$ cat config.mk
export PLATFORM = sky130hd
export DESIGN_NAME = serial_subtractor_flat
export DESIGN_NICKNAME = d
export VERILOG_FILES = /design/src/rtl/serial_subtractor_if.sv /design/src/rtl/serial_subtractor.sv /design/src/flat_wrapper.sv
export SDC_FILE = /design/constraint.sdc
export NUM_CORES = 1
export LEC_CHECK = 0
export ABC_AREA = 1
export CAP_MARGIN = 20
export CORE_AREA = 10 10 47 49
export DETAILED_ROUTE_END_ITERATION = 8
export DIE_AREA = 0 0 57 59
export PLACE_DENSITY_LB_ADDON = 0.08
export SYNTH_ARGS = -nofsm -noshare
export SYNTH_HDL_FRONTEND = slang
export SYNTH_SLANG_ARGS = --single-unit
export TNS_END_PERCENT = 10
$ cat constraint.sdc
create_clock -name clk -period 3.2 [get_ports clk]
set_input_delay 0.8 -clock clk [delete_from_list [all_inputs] [get_ports clk]]
set_output_delay 0.8 -clock clk [all_outputs]
set_load 0.05 [all_outputs]
$ cat src/rtl/serial_subtractor_if.sv
// Operand/result bundle for the bit-serial subtractor.
// The master drives the operands and start; the slave returns status and result.
interface serial_subtractor_if #(
    parameter int unsigned WIDTH = 2
);
    logic             start;
    logic [WIDTH-1:0] A;
    logic [WIDTH-1:0] B;
    logic             Bin;
    logic             busy;
    logic             done;
    logic [WIDTH-1:0] Diff;
    logic             Bout;

    modport master (
        output start, A, B, Bin,
        input  busy, done, Diff, Bout
    );

    modport slave (
        input  start, A, B, Bin,
        output busy, done, Diff, Bout
    );
endinterface

$ cat src/rtl/serial_subtractor.sv
// Bit-serial subtractor: computes A - B - Bin one bit per clock, LSB first,
// with a single registered borrow; result and borrow-out are held until the next completion.
module serial_subtractor #(
    parameter int unsigned WIDTH = 2
) (
    input logic               clk,
    input logic               rst,
    serial_subtractor_if.slave bus
);
    localparam int unsigned CntW = $clog2(WIDTH + 1);
    localparam logic [CntW-1:0] LastCnt = CntW'(WIDTH - 1);

    typedef enum logic [1:0] {StIdle, StShift, StDone} state_e;

    state_e           state_q, state_d;
    logic [WIDTH-1:0] a_q, a_d;
    logic [WIDTH-1:0] b_q, b_d;
    logic [WIDTH-1:0] d_q, d_d;
    logic             borrow_q, borrow_d;
    logic [CntW-1:0]  cnt_q, cnt_d;
    logic [WIDTH-1:0] diff_q, diff_d;
    logic             bout_q, bout_d;
    logic             a0, b0, dbit;

    always_ff @(posedge clk) begin
        if (rst) begin
            state_q  <= StIdle;
            a_q      <= '0;
            b_q      <= '0;
            d_q      <= '0;
            borrow_q <= 1'b0;
            cnt_q    <= '0;
            diff_q   <= '0;
            bout_q   <= 1'b0;
        end else begin
            state_q  <= state_d;
            a_q      <= a_d;
            b_q      <= b_d;
            d_q      <= d_d;
            borrow_q <= borrow_d;
            cnt_q    <= cnt_d;
            diff_q   <= diff_d;
            bout_q   <= bout_d;
        end
    end

    always_comb begin
        state_d  = state_q;
        a_d      = a_q;
        b_d      = b_q;
        d_d      = d_q;
        borrow_d = borrow_q;
        cnt_d    = cnt_q;
        diff_d   = diff_q;
        bout_d   = bout_q;
        a0       = a_q[0];
        b0       = b_q[0];
        dbit     = a0 ^ b0 ^ borrow_q;

        unique case (state_q)
            StIdle: begin
                if (bus.start) begin
                    a_d      = bus.A;
                    b_d      = bus.B;
                    borrow_d = bus.Bin;
                    cnt_d    = '0;
                    state_d  = StShift;
                end
            end
            StShift: begin
                borrow_d       = (~a0 & b0) | (~(a0 ^ b0) & borrow_q);
                // Difference bits enter at the MSB so the LSB lands at bit 0 after WIDTH shifts.
                d_d            = d_q >> 1;
                d_d[WIDTH-1]   = dbit;
                a_d            = a_q >> 1;
                b_d            = b_q >> 1;
                cnt_d          = cnt_q + CntW'(1);
                if (cnt_q == LastCnt) begin
                    diff_d  = d_d;
                    bout_d  = borrow_d;
                    state_d = StDone;
                end
            end
            StDone: begin
                state_d = StIdle;
            end
            default: begin
                state_d = StIdle;
            end
        endcase
    end

    assign bus.busy = (state_q == StShift);
    assign bus.done = (state_q == StDone);
    assign bus.Diff = diff_q;
    assign bus.Bout = bout_q;
endmodule

$ cat src/flat_wrapper.sv
// flat-port wrapper written by rule: the top's interface ports become plain ports
module serial_subtractor_flat 
#(
    parameter int unsigned WIDTH = 2
)
  (clk, rst, bus_start, bus_A, bus_B, bus_Bin, bus_busy, bus_done, bus_Diff, bus_Bout);
  serial_subtractor_if #(.WIDTH(WIDTH)) bus_i ();
  input logic clk;
  input logic rst;
  input wire logic [$bits(bus_i.start)-1:0] bus_start;
  input wire logic [$bits(bus_i.A)-1:0] bus_A;
  input wire logic [$bits(bus_i.B)-1:0] bus_B;
  input wire logic [$bits(bus_i.Bin)-1:0] bus_Bin;
  output wire logic [$bits(bus_i.busy)-1:0] bus_busy;
  output wire logic [$bits(bus_i.done)-1:0] bus_done;
  output wire logic [$bits(bus_i.Diff)-1:0] bus_Diff;
  output wire logic [$bits(bus_i.Bout)-1:0] bus_Bout;
  assign bus_i.start = bus_start;
  assign bus_i.A = bus_A;
  assign bus_i.B = bus_B;
  assign bus_i.Bin = bus_Bin;
  assign bus_busy = bus_i.busy;
  assign bus_done = bus_i.done;
  assign bus_Diff = bus_i.Diff;
  assign bus_Bout = bus_i.Bout;
  serial_subtractor #(.WIDTH(WIDTH)) u_core (.clk(clk), .rst(rst), .bus(bus_i));
endmodule
==> results of run 1 <==
where the power goes:
group	total, W	internal, W	switching (W)
clock	0.0000962	0.0000483	0.0000479
combinational	0.0000727	0.0000301	0.0000427
sequential	0.000182	0.000173	0.00000932
total	0.000351	0.000251	0.0000998
per-stage QoR:
stage / area (sq um) / instances / hold slack (ns) / worst slack (ns) / power, W
after global routing: 749 / 109 / 0.493 / 0.490 / 0.000376
after CTS: 749 / 109 / 0.470 / 0.555 / 0.000358
after floorplan: 583 / 77 / 0.429 / 1.19 / 0.000234
final: 749 / 109 / 0.468 / 0.582 / 0.000351
after detailed placement: 723 / 105 / 0.460 / 0.858 / 0.000260
after global placement: 723 / 105 / 0.458 / 0.910 / 0.000261
logic make-up after synthesis:
family / Yosys count / share of synthesized area [%]
flip-flops: 13 / 44.6
AO/OA/AOI/OAI: 11 / 10.1
AND/OR/NAND/NOR: 42 / 33.9
adder cells (fa/ha/maj): 2 / 5.58
buffers and inverters: 9 / 5.79
placed cells by master (no fill, tap or decap):
| cell | count |
|---|---|
| nor2_1 | 17 |
| nand2_1 | 13 |
| dfxtp_1 | 13 |
| clkdlybuf4s50_1 | 12 |
| inv_1 | 6 |
| a21oi_1 | 4 |
| nand3_1 | 4 |
| inv_2 | 3 |
| o21ai_0 | 3 |
| nand2_2 | 3 |
| o21ai_1 | 3 |
| clkbuf_4 | 3 |
| nor2_4 | 2 |
| nand2_4 | 1 |
| o21ai_2 | 1 |
| nor2_2 | 1 |
| or2_1 | 1 |
| fa_1 | 1 |
| ha_1 | 1 |
| clkbuf_1 | 1 |
tightest hold or removal path: cells and delay by family, from the launching register on:
family             cells  cell delay [ns]
DFF                    1             0.31
AOI/OAI and AO/OA      1             0.06
and+or+nand+nor        1             0.06
area by class of cell:
class                           count  area share (%)
Inverter                            9            4.51
Clock buffer                        4            3.51
Multi-Input combinational cell     55            38.6
Tap cell                           16            2.67
Timing Repair Buffer               12            16.0
Sequential cell                    13            34.7
per-layer routing:
layer | part of all wire (%) | GRT usage [%] | wire length [um]
met1 | 46 | 8.55 | 534
met3 | 5.2 | 4.72 | 60
met4 | 1.5 | 3.02 | 17
met2 | 47 | 11.9 | 537
met5 | 0 | 0 | 0
how the worst min path moves through the flow:
stage	startpoint	end	slack (ns)
after floorplan	u_core.cnt_q[0]$_SDFFE_PP0P_	u_core.cnt_q[0]$_SDFFE_PP0P_	0.43
after global placement	u_core.cnt_q[1]$_SDFFE_PP0P_	u_core.cnt_q[1]$_SDFFE_PP0P_	0.46
after detailed placement	u_core.cnt_q[1]$_SDFFE_PP0P_	u_core.cnt_q[1]$_SDFFE_PP0P_	0.46
after CTS	u_core.cnt_q[1]$_SDFFE_PP0P_	u_core.cnt_q[1]$_SDFFE_PP0P_	0.47
after global routing	u_core.a_q[1]$_SDFFE_PP0P_	u_core.a_q[1]$_SDFFE_PP0P_	0.49
final	u_core.cnt_q[1]$_SDFFE_PP0P_	u_core.cnt_q[1]$_SDFFE_PP0P_	0.47
sequential cells by signal (all words and copies together), names as in the netlist:
register and cells:
u_core.d_q 1, u_core.a_q 2, u_core.state_q 2, u_core.b_q 2
u_core.bus.Diff 2, u_core.bus.Bout 1, u_core.cnt_q 2, u_core.borrow_q 1
==> metrics.yaml, run 1 <==
status: "complete, no violations"
dieArea_sq_um: 3360
yosysWarnings: 0
worstSetupPathType: "flop to primary output"
viasPerCell: 4.55
hold_class: "flop to flop"
coreArea_sq_um: 1400
synthArstFlopShare_pct: 0
ys_top_cells_by_count: "nor2_1 (17), dfxtp_1 (13), nand2_1 (13)"
synth_seq_cells: 13
tightest_slew_ns: 0.496
slowest_stage: "clkdlybuf4s50_1"
drtAntennaViolNets: 0
cts_hold_buffers: 0
postCtsResizedCells: 0
reg2reg_to: "u_core.d_q[1]$_SDFFE_PP0P_"
synth_top_area_share_pct: 44.6
start_kind: "flop"
yosysSeqAreaShare_pct: 44.6
overflow: 0
ir_drop_mv: 0.307
p_per_area_nw_per_um2: 469
seqCellArea_sq_um: 260
synth_fp_nets: 87
rrSetupSlack_ns: 2.01
holdPathStages: 2
htree_levels: 1
cts.reportedPaths.clkPinSlew_ns: 0.08
layout-drive-gt1-share_pct: 15.1
fmax_mhz: 382
grt_pass1_vias: 503
ioPinCount: 13
routed_wl_um: 1150
final_nets: 104
numCtsBuffers: 3
drv_cap: 0
clockBufferDepth: 2
start_util_pct: 41.6
vias: 496
place_congestion: 0.754
setup_violations: 0
cts_root_buf: "clkbuf_4"
drt_first_pass_iters: 4
grt_start_max_net_pins: 9
fp-row-count: 14
io_buffers: 12
hpwl_um: 959
tritoncts: "yes"
synth_most_common_cell: "nor2_1"
layout-area-overhead-vs-synth_pct: 28.5
drcViolationCount: 0
cp_data_arrival_time_ns: 1.82
r2r_cells: 4
worst-path-stages: 3
grt_usage_pct: 7.78
rsz0062_at_grt: "false"
synth-edff-count: 0
path_buf_inv: 2
layout_min_cycle_time_ns: 2.62
cp_top_family: "buffers and inverters"
wl_per_cell_um: 10.5
fin_skew_ns: 0.00727
yosysTopAreaCell: "dfxtp_1"
worstPathCellList: "inv_2 > nor2_4 > clkdlybuf4s50_1"
worstSetupEndpoint: "bus_busy"
clock_latency_ns: 0.27
synth_area_leaders: "dfxtp_1 (45%), nor2_1 (11%), nand2_1 (8.4%)"
syn_avg_cell_area_sq_um: 7.57
multiInputGateArea_sq_um: 289
grt_antenna_before_repair: 0
cpPeakStageDelay_ns: 0.82
setup_tns_ns: 0
yosysUniqueCellTypes: 17
r2r_start: "u_core.b_q[0]$_SDFFE_PP0P_"
cts_num_sinks: 13
fp.dieW_um: 57
maxSlewHeadroom_pct: 66.8
drt_iter0_markers: 17
grt_pass1_wl_um: 2080
required_ns: 2.40
syn-cell-area_sq_um: 583
p_leak_nw: 0.313
drv_slew: 0
cp_max_fo: 7
cts_setup_buffers: 0
nFillCells: 152
post-route-util_pct: 53.5
startpoint: "u_core.state_q[0]$_SDFFE_PP0P_"
fin_crit_sh_pct: 81.8
endpoint_kind: "primary output"
die_h_um: 59
final_hold_viol_count: 0
synth_ff_type: "dfxtp_1"
synthCells: 77
n_antenna_cell: 0
(Power assumes the default switching activity.)
==> inputs of run 2 (changes only) <==
--- a/config.mk
+++ b/config.mk
@@ -7,9 +7,9 @@
 export LEC_CHECK = 0
 export ABC_AREA = 1
 export CAP_MARGIN = 20
-export CORE_AREA = 10 10 47 49
+export CORE_MARGIN = 10
+export CORE_UTILIZATION = 42
 export DETAILED_ROUTE_END_ITERATION = 8
-export DIE_AREA = 0 0 57 59
 export PLACE_DENSITY_LB_ADDON = 0.08
 export SYNTH_ARGS = -nofsm -noshare
 export SYNTH_HDL_FRONTEND = slang
==> constraint.sdc (replaced) <==
create_clock -name clk -period 2.1 [get_ports clk]
set_input_delay 0.525 -clock clk [delete_from_list [all_inputs] [get_ports clk]]
set_output_delay 0.525 -clock clk [all_outputs]
set_load 0.05 [all_outputs]
==> run 2 against run 1 <==
Compared with the run above:
- non-clock buffer count unchanged
- final area up 2.5%
- clock-buffer cell count unchanged
- final cell count down 0.92%
- via count up 2.4%
- first-iteration DRC count down 82%
- wire length up 0.70%
- critical path type unchanged
- largest cell class unchanged
- highest routed layer unchanged
==> metrics.yaml, run 2 (synthesis results as in run 1) <==
postPlaceCellArea_sq_um: 742  # +2.6%
viasPerCell: 4.70  # +3.4%
coreArea_sq_um: 1300  # -7.1%
grt_antenna_before_repair: 0  # unchanged
layout-drive-gt1-share_pct: 17.2  # +2.2 points
cts_root_buf: "clkbuf_4"
cts_setup_buffers: 0  # unchanged
post-route-util_pct: 59.0  # +5.6 points
final_common_cell: "nor2_1"
grtUsageMet3_pct: 5.09  # +0.37 points
start_util_pct: 44.8  # +3.2 points
grt_start_max_net_pins: 9  # unchanged
fp.dieW_um: 57.3  # +0.46%
busiest_layer: "met2"
n_antenna_cell: 0  # unchanged
fin_skew_ns: 0.00612  # -0.00115 ns
path_buf_inv: 1  # -1
endpoint_kind: "primary output"
status: "complete, no violations"
grtUsageMet1_pct: 8.07  # -0.48 points
maxSlewHeadroom_pct: 66.8  # about the same
worstSetupPathType: "flop to primary output"
cp_max_fo: 2  # -5
drtAntennaViolNets: 0  # unchanged
slowest_stage: "clkdlybuf4s50_1"
nFillCells: 124  # -18%
tightest_slew_ns: 0.497  # +0.000605 ns
worstPathCellList: "clkdlybuf4s50_1"
overflow: 0  # unchanged
drt_first_pass_iters: 4  # unchanged
hpwl_um: 947  # -1.2%
cts.reportedPaths.clkPinSlew_ns: 0.08  # about the same
worst-path-stages: 1  # -2
wl_per_cell_um: 10.7  # +1.6%
clock_latency_ns: 0.28  # about the same
r2r_cells: 4  # unchanged
place_ws_ns: 0.457  # -0.401 ns
dieArea_sq_um: 3280  # -2.5%
io_buffers: 12  # unchanged
required_ns: 1.57  # -0.83 ns
vias: 508  # +2.4%
cts_num_sinks: 13  # unchanged
cpPeakStageDelay_ns: 0.80  # -0.02 ns
die_h_um: 57.3  # -2.9%
final_area_sq_um: 768  # +2.5%
grtUsageMet2_pct: 13.2  # +1.2 points
place_congestion: 0.784  # +4.0%
layout-area-overhead-vs-synth_pct: 31.8
start_kind: "flop"
drt_iter0_markers: 3  # -14
fmax_mhz: 515
fp-row-count: 13  # -1
tritoncts: "yes"
grt_pass1_vias: 501  # -0.40%
grt_pass1_wl_um: 2100  # +1.0%
rsz0062_at_grt: "false"
cp_data_arrival_time_ns: 1.42  # -0.40 ns
layout_min_cycle_time_ns: 1.94
setup_violations: 0  # unchanged
drv_slew: 0  # unchanged
drv_cap: 0  # unchanged
startpoint: "u_core.bus.Diff[1]$_SDFFE_PP0P_"
grt_usage_pct: 8.04  # +0.27 points
setup_tns_ns: 0  # unchanged
r2r_start: "u_core.borrow_q$_SDFFE_PP0P_"
routed_wl_um: 1160  # +0.70%
min-delay-start: "u_core.cnt_q[0]$_SDFFE_PP0P_"
htree_levels: 1  # unchanged
final_hold_viol_count: 0  # unchanged
p_per_area_nw_per_um2: 714  # +52%
cts_hold_buffers: 0  # unchanged
p_leak_nw: 0.322  # +3.2%
postCtsResizedCells: 0  # unchanged
ioPinCount: 13  # unchanged
mostFrequentLayoutCells: "nor2_1 (17), nand2_1 (13), dfxtp_1 (13)"
clockBufferDepth: 2  # unchanged
cp_top_family: "buffers and inverters"
final_nets: 104  # unchanged
drcViolationCount: 0  # unchanged
holdPathStages: 1  # -1
numCtsBuffers: 3  # unchanged
setup_slack_ns: 0.157  # -0.425 ns
hold_class: "flop to flop"
fin_crit_sh_pct: 92.5
ir_drop_mv: 0.563  # +84%
## run 2: cell types whose count changed in the layout (fill, tap and decap cells not counted), sizes merged
cell           change
buf                +2
clkdlybuf4s50      -2
## run 2: area by class of cell
type	instances	area, sq um	area share (%)
clock buffers	4	26.3	3.42
multi-input cells	55	289	37.6
flip-flops and latches	13	260	33.9
well taps	15	18.8	2.44
repair buffers	12	140	18.2
inverters	9	33.8	4.40
## run 2: metrics by stage
step	hold slack, ns	std cells	total power (W)
final	0.460	108	0.000549
after global routing	0.482	108	0.000585
after CTS	0.462	108	0.000555
after detailed placement	0.451	104	0.000403
after global placement	0.451	104	0.000401
after floorplan	0.429	77	0.000356
## run 2: final timing paths
kind	endpoint	slack (ns)
setup reg to reg	u_core.d_q[1]$_SDFFE_PP0P_	0.87
setup / recovery	bus_Diff[1]	0.16
hold reg to reg	u_core.cnt_q[0]$_SDFFE_PP0P_	0.46
hold / removal	u_core.cnt_q[0]$_SDFFE_PP0P_	0.46
## run 2: per-layer routing
metal,vias to the layer above,wire length [um]
li1,273,-
met1,221,520
met2,12,547
met3,2,82
met4,0,8
met5,-,0
## run 2: power by group
group / switching (W) / total [W] / internal (W)
registers: 0.0000138 / 0.000277 / 0.000264
logic: 0.0000667 / 0.000117 / 0.0000506
clock network: 0.0000804 / 0.000154 / 0.0000737
total: 0.000161 / 0.000549 / 0.000388
